[src/rtl/sar_ctrl.sv]
// SAR conversion sequencer: track phase, then one MSB-first comparator trial per bit; result after SAMPLE_CYCLES+2*NBITS+1 cycles.
// No backpressure: start is only taken in IDLE, and a missing comp_done forces the bit to 0 after TIMEOUT cycles.
module sar_ctrl #(
  parameter int NBITS         = 16,
  parameter int SAMPLE_CYCLES = 2,
  parameter int TIMEOUT       = 8
) (
  input  logic             clk,
  input  logic             rst_n,
  input  logic             start,
  input  logic             invert_cfg,
  input  logic             comp_done,
  input  logic             comp_out,
  output logic             comp_start,
  output logic             sample,
  output logic             busy,
  output logic [NBITS-1:0] dac_state,
  output logic             dac_drive_invert,
  output logic [NBITS-1:0] result,
  output logic             result_valid,
  output logic             timeout_err
);

  localparam int IW   = (NBITS > 1) ? $clog2(NBITS) : 1;
  localparam int CMAX = (SAMPLE_CYCLES > TIMEOUT) ? SAMPLE_CYCLES : TIMEOUT;
  localparam int CW   = $clog2(CMAX + 1);

  localparam logic [IW-1:0] TOP_BIT     = IW'(NBITS - 1);
  localparam logic [CW-1:0] SAMPLE_LAST = CW'(SAMPLE_CYCLES);
  localparam logic [CW-1:0] WAIT_LAST   = CW'(TIMEOUT);

  typedef enum logic [2:0] {
    IDLE,
    SAMPLE,
    TRIAL,
    WAIT,
    DONE
  } state_t;

  state_t        state;
  logic [IW-1:0] bit_idx;
  // Shared by the track-phase length and the per-bit comparator timeout.
  logic [CW-1:0] cnt;

  always_ff @(posedge clk or negedge rst_n) begin
    if (!rst_n) begin
      state            <= IDLE;
      bit_idx          <= TOP_BIT;
      cnt              <= '0;
      comp_start       <= 1'b0;
      sample           <= 1'b0;
      busy             <= 1'b0;
      dac_state        <= '0;
      dac_drive_invert <= 1'b1;
      result           <= '0;
      result_valid     <= 1'b0;
      timeout_err      <= 1'b0;
    end else begin
      result_valid <= 1'b0;
      unique case (state)
        IDLE: begin
          if (start) begin
            state            <= SAMPLE;
            dac_state        <= '0;
            dac_drive_invert <= invert_cfg;
            timeout_err      <= 1'b0;
            busy             <= 1'b1;
            sample           <= 1'b1;
            bit_idx          <= TOP_BIT;
            cnt              <= CW'(1);
          end
        end
        SAMPLE: begin
          if (cnt == SAMPLE_LAST) begin
            state              <= TRIAL;
            sample             <= 1'b0;
            comp_start         <= 1'b1;
            dac_state[bit_idx] <= 1'b1;
          end else begin
            cnt <= cnt + 1'b1;
          end
        end
        TRIAL: begin
          comp_start <= 1'b0;
          cnt        <= CW'(1);
          state      <= WAIT;
        end
        WAIT: begin
          // A decision arriving on the timeout cycle still counts as a real decision.
          if (comp_done || cnt == WAIT_LAST) begin
            dac_state[bit_idx] <= comp_done & comp_out;
            if (!comp_done) begin
              timeout_err <= 1'b1;
            end
            if (bit_idx != '0) begin
              dac_state[bit_idx - 1'b1] <= 1'b1;
              comp_start                <= 1'b1;
              bit_idx                   <= bit_idx - 1'b1;
              state                     <= TRIAL;
            end else begin
              state <= DONE;
            end
          end else begin
            cnt <= cnt + 1'b1;
          end
        end
        DONE: begin
          result       <= dac_state;
          result_valid <= 1'b1;
          busy         <= 1'b0;
          state        <= IDLE;
        end
        default: state <= IDLE;
      endcase
    end
  end

endmodule

[config.mk]
export PLATFORM = sky130hd
export DESIGN_NAME = sar_ctrl
export DESIGN_NICKNAME = d
export VERILOG_FILES = /design/src/rtl/sar_ctrl.sv
export SDC_FILE = /design/constraint.sdc
export NUM_CORES = 1
export LEC_CHECK = 0
export ABC_CLOCK_PERIOD_IN_PS = 2520
export CAP_MARGIN = 40
export CORE_MARGIN = 1.5
export CORE_UTILIZATION = 55
export DETAILED_ROUTE_END_ITERATION = 8
export DONT_BUFFER_PORTS = 1
export PLACE_DENSITY_LB_ADDON = 0.12
export SLEW_MARGIN = 20
export SYNTH_ARGS = -nofsm -noshare
export SYNTH_HDL_FRONTEND = slang
export SYNTH_SLANG_ARGS = --single-unit
[constraint.sdc]
create_clock -name clk -period 2.52 [get_ports clk]
set_clock_uncertainty 0.2 [all_clocks]
set_input_delay 0.504 -clock clk [delete_from_list [all_inputs] [get_ports clk]]
set_output_delay 0.504 -clock clk [all_outputs]
set_load 0.05 [all_outputs]
==> out/metrics.cfg, run 1 <==
[clock_tree]
clk_pin_slew_ps=100
clk-insertion-delay-late_ps=310
numCtsBuffers=5
cts.sinks=49
postCtsSetupBuffers=0
tritoncts=yes
ctsHtreeMaxLevel=2
cts_root_buf=clkbuf_8
clockBufferDepth=2

[timing]
period_share_pct=94.4
setup_viol_count_final=0
slew_viol_final=0
setup-tns-final_ps=0
max_slew_margin_pct=61.3
max_freq_mhz=420
worstMarginPinSlew_ps=580
fin_ws_ps=142
rsz0062_at_grt=false
hold_viol_final=0
min_period_ps=2380

[logic_synthesis]
yosys_warnings=0
netlist_instances=317
yosys_register_bits=49
synth.distinct_cells=69
syn_avg_cell_area_um2=9.66
ys.flop_type=dfrtp_1
syn-num-nets=334
syn_area_um2=3060
synth_edf_count=0
synth.yosys.seq_area_share_pct=40.3
synthArstFlopShare_pct=100

[place]
gp_congestion=0.921
port_buffers=0
hpwl_mm=5.25
place_worst_setup_slack_ps=96.7

[final_layout]
multiInputGateArea_um2=1650
nFillCells=455
layout_common_cells=dfrtp_1, nor2_1, nand2_1
drive_gt1_share_pct=22.1
final_nets=333
areaGrowthSynthToFinish_pct=5.60
regArea_um2=1230
final_common_cell=dfrtp_1
n_antenna_cell=0

[routing]
wl_met1_mm=3.40
num_vias=2507
route.met2.wl_mm=3.51
first_pass_iters=5
drt_iter0_drc=242
drc=0
highest_layer=met4
avgRoutedWirePerCell_um=19.4
viasPerCell=6.48
ant_nets=0
routed-wl-met3_um=559
wl_mm=7.51

[pwr]
p_per_area_nw_per_um2=1180
worst_ir_drop_vdd_mv=0.628
leakagePower_nw=1.41
power_mw=3.81

[global_routing]
grt_use_total_pct=26.3
antenna_found_initial=0
grt_pass1_vias=2345
grt_pass1_wl_mm=12.5
grt-ovfl-total=0
grt_max_degree=50

[setup_path]
crit_family=compound AO/OA/AOI/OAI gates
cp.required_ps=2500
startpoint=bit_idx[0]$_DFFE_PN1P_
path_class=reg -> reg
slowest_delay_ps=630
r2r-end=dac_state[9]$_DFFE_PN0P_
r2r_slack_ps=140
crit_chain=inv_1 > ha_2 > and2_4 > a21oi_4 > o21ai_2 > a311oi_1 > a2111oi_2
crit_buf_inv=1
crit_path_end_kind=flip-flop
cp_slowest_cell=dfstp_2
path_max_fanout=8
crit_end=dac_state[9]$_DFFE_PN0P_
reg2regPathDepth=7
timing.rr.start=bit_idx[0]$_DFFE_PN1P_
crit_cells=7
cp.arrival_ps=2360
worstSetupStartpointType=flip-flop

[floorplan]
fp.dieW_um=77.6
rows=26
dieArea_um2=6020
core_area_um2=5240
io_pins=44
initial_core_util_pct=58.5
fp.dieH_um=77.6

[run]
drv_cap=0

[worst_hold_path]
hp-class=in -> reg

[status]
status=completed

## logic make-up (layout without fill, tap and decap cells)
group / Yosys count / in the layout / synth area share (%)
simple gates: 107 / 107 / 18.9
compound gates: 99 / 99 / 24.2
flops: 49 / 49 / 40.3
fa+ha+maj: 11 / 11 / 4.50
buf+inv: 34 / 34 / 5.97
mux: 17 / 17 / 6.21
## where the power goes
part / switching (mW) / leakage [nW] / internal (mW)
clock: 0.293 / 0.0423 / 0.202
sequential: 0.564 / 0.634 / 0.969
combinational: 1.11 / 0.728 / 0.674
## through the flow
step | util, % | instances | hold WS [ps] | area, um2
global route | 61.7 | 387 | 86.6 | 3230
finish | 61.7 | 387 | 67.9 | 3230
detailed placement | 59.1 | 377 | 9.44 | 3100
global placement | 59.1 | 377 | 9.34 | 3100
CTS | 61.7 | 387 | 60.0 | 3230
floorplan | - | 317 | 8.41 | 3060
## per-layer routing
metal / GRT usage (%) / up-vias
met5: 0 / -
met4: 5.82 / 0
met3: 4.82 / 6
met2: 40.0 / 129
met1: 38.9 / 1198
li1: - / 1174
## cell type report
class                   instances  area share (%)
multi-input cells             234            51.0
well taps                      70            2.71
clock buffers                   5            2.13
inverters                      13            1.51
flip-flops and latches         49            38.1
repair buffers                 13            3.72
clock inverters                 3           0.813
## what timing repair did
item | 4_1_cts | 5_1_grt
endpoints found under the setup margin | 0 | 4
hold endpoints to repair | 49 | 0
gates resized for setup | 0 | 1
hold buffers | 2 | 0
## cell usage after synthesis (3+ instances only)
cell type,count,share of area [%]
a2111oi_2,4,2.0
a21oi_1,22,3.6
a311oi_1,7,2.0
a31oi_1,17,3.5
and3_1,5,1.0
buf_2,8,1.3
buf_4,5,1.2
buf_6,3,1.1
clkbuf_1,4,0.49
dfrtp_1,44,36
dfstp_2,5,4.3
ha_1,11,4.5
inv_1,12,1.5
mux2_2,16,5.9
nand2_1,27,3.3
nand3_1,11,1.8
nor2_1,30,3.7
nor4_1,4,0.82
o211ai_1,4,0.98
o21ai_0,11,1.8
o21ai_1,3,0.49
o21ai_4,4,2.1
o22ai_1,4,0.82
o31ai_1,3,0.74
## worst min path at each step
stage,slack (ps),startpoint,cells past startpoint,to
6_report,70,invert_cfg,2,dac_drive_invert$_DFFE_PN1P_
5_1_grt,90,invert_cfg,2,dac_drive_invert$_DFFE_PN1P_
4_1_cts,60,invert_cfg,2,dac_drive_invert$_DFFE_PN1P_
3_5_place_dp,9,rst_n,0,result[6]$_DFFE_PN0P_
3_3_place_gp,9,rst_n,0,result[6]$_DFFE_PN0P_
2_1_floorplan,8,rst_n,0,busy$_DFFE_PN0P_
## state kept, by name, indices dropped and copies added (netlist names), 3 cells and up
signal     cells
bit_idx        4
result        16
cnt            4
dac_state     16
state          3
## worst reg2reg max path, cell delays in order, from the launching register on
cell	delay [ps]
dfstp_2	630
inv_1	140
ha_2	280
and2_4	190
a21oi_4	230
o21ai_2	130
a311oi_1	370
a2111oi_2	90
(Power assumes the default switching activity.)
==> run 2, diff against run 1 <==
--- a/config.mk
+++ b/config.mk
@@ -12,6 +12,8 @@
 export DETAILED_ROUTE_END_ITERATION = 8
 export DONT_BUFFER_PORTS = 1
 export PLACE_DENSITY_LB_ADDON = 0.12
+export RECOVER_POWER = 100
+export SETUP_SLACK_MARGIN = 0.05
 export SLEW_MARGIN = 20
 export SYNTH_ARGS = -nofsm -noshare
 export SYNTH_HDL_FRONTEND = slang
==> run 2 against run 1 <==
- register-to-register slack improved by 30 ps
- core utilization decreased by 0.64 points
- critical path depth stayed put
- non-clock buffer count grew 1
- die area did not move
- largest power group unchanged
- routed wire length grew 1.3%
- setup slack improved by 33 ps
- critical endpoint is now dac_state[12]$_DFFE_PN0P_
- cell count is 0.26% higher
==> out/metrics.cfg, run 2 (same netlist as run 1, synthesis figures left out) <==
[global_routing]
grt_pass1_vias=2345
grt_max_degree=50
grt_pass1_wl_mm=12.5
grt-ovfl-total=0
antenna_found_initial=0
grt_use_total_pct=26.3

[routing]
first_pass_iters=5
avgRoutedWirePerCell_um=19.6
ant_nets=0
num_vias=2486
wl_mm=7.60
viasPerCell=6.41
drc=0
drt_iter0_drc=250

[setup_path]
reg2regPathDepth=7
r2r-end=dac_state[12]$_DFFE_PN0P_
worstSetupStartpointType=flip-flop
path_max_fanout=8
cp.required_ps=2480
crit_family=compound AO/OA/AOI/OAI gates
crit_chain=inv_1 > ha_2 > and2b_4 > a21oi_2 > o21ai_4 > a311oi_2 > a2111oi_2
slowest_delay_ps=580
timing.rr.start=bit_idx[0]$_DFFE_PN1P_
crit_path_end_kind=flip-flop
cp.arrival_ps=2310
crit_buf_inv=1
path_class=reg -> reg
r2r_slack_ps=180
cp_slowest_cell=dfstp_2

[clock_tree]
numCtsBuffers=5
clk-insertion-delay-late_ps=310
clockBufferDepth=2
ctsHtreeMaxLevel=2
cts.sinks=49
tritoncts=yes
cts_root_buf=clkbuf_8
clk_pin_slew_ps=100

[floorplan]
rows=26
core_area_um2=5240
dieArea_um2=6020
fp.dieW_um=77.6
io_pins=44
fp.dieH_um=77.6
initial_core_util_pct=58.5

[final_layout]
n_antenna_cell=0
final_nets=334
areaGrowthSynthToFinish_pct=4.50
top_regs=dac_state x16, result x16
drive_gt1_share_pct=21.4
layout_common_cells=dfrtp_1, nor2_1, nand2_1
final_common_cell=dfrtp_1
instances_no_fill=388

[worst_hold_path]
hold_end=dac_drive_invert$_DFFE_PN1P_
hold_depth=2
hp-class=in -> reg
min-delay-start=invert_cfg

[pwr]
p_seq_share_pct=39.9
p_int_mw=1.84
worst_ir_drop_vdd_mv=0.624
combPwrFrac_pct=47.0
switching_share_pct=51.6
p_switching_mw=1.96
power_mw=3.80
leakagePower_nw=1.38
p_per_area_nw_per_um2=1190
clkPwrFrac_pct=13.0

[timing]
max_freq_mhz=426
setup_viol_count_final=0
max_slew_margin_pct=18.9
worstMarginPinSlew_ps=1220
min_period_ps=2340
period_share_pct=93.1
rsz0062_at_grt=false
slew_viol_final=0
hold_viol_final=0
setup-tns-final_ps=0

[status]
status=completed

[place]
hpwl_mm=5.25
placedCellCount=377
port_buffers=0
gp_congestion=0.921

[run]
drv_cap=0

## run 2: how the worst max path moves through the flow
stage | from | to | slack (ps) | cells past startpoint
CTS | bit_idx[0]$_DFFE_PN1P_ | dac_state[9]$_DFFE_PN0P_ | 70 | 7
global placement | bit_idx[0]$_DFFE_PN1P_ | dac_state[12]$_DFFE_PN0P_ | 200 | 7
finish | bit_idx[0]$_DFFE_PN1P_ | dac_state[12]$_DFFE_PN0P_ | 180 | 7
global route | bit_idx[0]$_DFFE_PN1P_ | dac_state[9]$_DFFE_PN0P_ | 60 | 7
floorplan | bit_idx[0]$_DFFE_PN1P_ | dac_state[12]$_DFFE_PN0P_ | 280 | 7
detailed placement | bit_idx[0]$_DFFE_PN1P_ | dac_state[9]$_DFFE_PN0P_ | 100 | 7
## run 2: power by group through the flow
stage          Combinational (mW)  Sequential (mW)  Clock (mW)
3_5_place_dp                 1.71             1.55           0
4_1_cts                      1.74             1.53       0.511
5_1_grt                      1.96             1.55       0.543
6_report                     1.79             1.52       0.495
2_1_floorplan                1.44             1.44           0
3_3_place_gp                 1.68             1.54           0
## run 2: area by class of cell
class / instances / area [um2]
fillers: 464 / 2040
multi-input cells: 234 / 1640
flip-flops and latches: 49 / 1230
repair buffers: 14 / 98.8
well taps: 70 / 87.6
clock buffers: 5 / 68.8
inverters: 13 / 48.8
clock inverters: 3 / 26.3
## run 2: repair_timing
item,CTS,global route
endpoints found under the setup margin,0,7
hold buffers,2,0
buffers inserted,0,1
resized for setup,0,3
hold endpoints to repair,49,0
## run 2: per-stage QoR
stage	instance area (um2)	worst slack [ps]	hold slack [ps]	utilization, %
after detailed placement	3100	96.7	9.44	59.1
after global placement	3100	197	9.34	59.1
after global routing	3200	59.0	92.6	61.1
after floorplan	3060	278	8.41	-
final	3200	175	73.3	61.1
after CTS	3230	73.3	60.0	61.7
## run 2: layer usage
layer  vias to the layer above  track usage [%]  share of wire [%]
met5                         -                0                  0
met4                         0             5.82               0.67
met3                         8             4.82                6.7
met2                       132             40.0                 47
met1                      1173             38.9                 46
li1                       1173                -                  -
==> run 3, diff against run 2 <==
--- a/config.mk
+++ b/config.mk
@@ -8,7 +8,7 @@
 export ABC_CLOCK_PERIOD_IN_PS = 2520
 export CAP_MARGIN = 40
 export CORE_MARGIN = 1.5
-export CORE_UTILIZATION = 55
+export CORE_UTILIZATION = 35
 export DETAILED_ROUTE_END_ITERATION = 8
 export DONT_BUFFER_PORTS = 1
 export PLACE_DENSITY_LB_ADDON = 0.12
==> run 3 against run 2 <==
- combinational power hardly changed
- first-iteration DRC count is 57% lower
- sequential share of layout area down 0.58 points
- setup slack got worse by 45 ps
- cell count is 9.3% higher
- flip-flop and latch count stayed put
- core utilization down 22 points
- non-clock buffer count grew 1
- global-route usage is 7.6 points lower
- power shrank 0.67%
- critical path type unchanged
- highest routed layer unchanged
==> out/metrics.cfg, run 3 (same netlist as run 1, synthesis figures left out) <==
[routing]
viasPerCell=5.71
drt_iter0_drc=107
num_vias=2420
wl_mm=8.21
first_pass_iters=4
drc=0
ant_nets=0
avgRoutedWirePerCell_um=19.4

[worst_hold_path]
hp-class=in -> reg
min-delay-start=invert_cfg

[timing]
slew_viol_final=0
min_period_ps=2390
max_freq_mhz=418
max_slew_margin_pct=15.7
hold_viol_final=0
setup_viol_count_final=0
worst_hold_slack_ps=81.7
period_share_pct=94.8
setup-tns-final_ps=0
rsz0062_at_grt=false
worstMarginPinSlew_ps=1260

[final_layout]
top_regs=dac_state x16, result x16
final_common_cell=dfrtp_1
nFillCells=867
layout_common_cells=dfrtp_1, nor2_1, nand2_1
areaGrowthSynthToFinish_pct=6.09
final_nets=336
drive_gt1_share_pct=20.4
n_antenna_cell=0
regArea_um2=1230
final_area_um2=3250
multiInputGateArea_um2=1620

[clock_tree]
clk_pin_slew_ps=90
clockBufferDepth=2
cts_root_buf=clkbuf_8
postCtsSetupBuffers=0
clk-insertion-delay-late_ps=300
numCtsBuffers=5
tritoncts=yes
ctsHtreeMaxLevel=2
cts.sinks=49

[run]
drv_cap=0

[pwr]
leakagePower_nw=1.41
switching_share_pct=50.4
combPwrFrac_pct=47.4
p_per_area_nw_per_um2=1160
worst_ir_drop_vdd_mv=0.473
p_seq_share_pct=39.9
p_int_mw=1.87
p_switching_mw=1.90
clkPwrFrac_pct=12.7

[setup_path]
cp_slowest_cell=dfstp_2
cp.required_ps=2470
crit_path_end_kind=flip-flop
path_class=reg -> reg
path_max_fanout=14
slowest_delay_ps=620
timing.rr.start=bit_idx[0]$_DFFE_PN1P_
crit_buf_inv=2
worstSetupStartpointType=flip-flop
startpoint=bit_idx[0]$_DFFE_PN1P_
crit_chain=inv_1 > ha_1 > buf_4 > a31oi_1 > a41oi_1 > a311oi_1 > a2111oi_2
cp.arrival_ps=2340
crit_family=compound AO/OA/AOI/OAI gates

[floorplan]
dieArea_um2=9320
fp.dieH_um=96.5
initial_core_util_pct=36.7
rows=33
fp.dieW_um=96.5
io_pins=44
core_area_um2=8340

[global_routing]
grt_pass1_vias=2349
grt_pass1_wl_mm=13.0
grt_max_degree=50
grt-ovfl-total=0
grt_use_total_pct=18.7
antenna_found_initial=0

[status]
status=completed

[place]
gp_congestion=0.930
port_buffers=0
place_area_um2=3170
hpwl_mm=5.73

[run 3: cell count changes in the layout (fill, tap and decap cells not counted), moves of 2 or more]
| cell | change |
|---|---|
| clkinvlp_4 | -2 |
| o21ai_4 | -2 |
| a311oi_1 | +2 |
| o21ai_2 | +3 |
| a311oi_2 | -2 |
| buf_4 | +2 |
[run 3: metrics by stage]
step | power [mW] | util [%] | setup WS [ps] | instances
2_1_floorplan | 2.87 | - | 278 | 317
3_3_place_gp | 3.32 | 38.0 | 184 | 414
3_5_place_dp | 3.32 | 38.0 | 110 | 414
4_1_cts | 3.84 | 39.5 | 88.3 | 423
5_1_grt | 4.09 | 38.9 | 32.5 | 424
6_report | 3.78 | 38.9 | 130 | 424
[run 3: final timing paths]
| check | end | slack, ps | cells past startpoint |
|---|---|---|---|
| max in group asynchronous | dac_state[4]$_DFFE_PN0P_ | 500 | 2 |
| min | dac_drive_invert$_DFFE_PN1P_ | 80 | 2 |
| min in group asynchronous | dac_state[2]$_DFFE_PN0P_ | 860 | 2 |
| max reg2reg | dac_state[12]$_DFFE_PN0P_ | 130 | 7 |
| max | dac_state[12]$_DFFE_PN0P_ | 130 | 7 |
| min reg2reg | bit_idx[3]$_DFFE_PN1P_ | 390 | 2 |
[run 3: cell type report]
type                       count  area share, %
multi-input combinational    235           50.0
timing repair buffer          15           3.85
inverter                      13           1.50
clock buffer                   7           2.66
sequential                    49           37.9
tap                          105           4.04
[run 3: routing by layer]
| layer | GRT usage (%) | vias to the layer above | part of all wire (%) |
|---|---|---|---|
| li1 | - | 1180 | - |
| met1 | 26.3 | 1171 | 48 |
| met2 | 29.1 | 63 | 46 |
| met3 | 3.44 | 6 | 4.8 |
| met4 | 5.56 | 0 | 1.0 |
| met5 | 0 | - | 0 |
[run 3: timing repair]
| action | CTS | global route |
|---|---|---|
| hold endpoints to repair | 49 | 0 |
| resized for setup | 0 | 1 |
| hold buffers | 2 | 0 |
| endpoints found under the setup margin | 0 | 8 |
[run 3: power by group through the flow]
stage | combinational (mW) | sequential [mW] | clock (mW)
6_report | 1.79 | 1.51 | 0.480
2_1_floorplan | 1.44 | 1.44 | 0
3_3_place_gp | 1.79 | 1.52 | 0
3_5_place_dp | 1.79 | 1.53 | 0
5_1_grt | 2.01 | 1.54 | 0.542
4_1_cts | 1.82 | 1.51 | 0.509
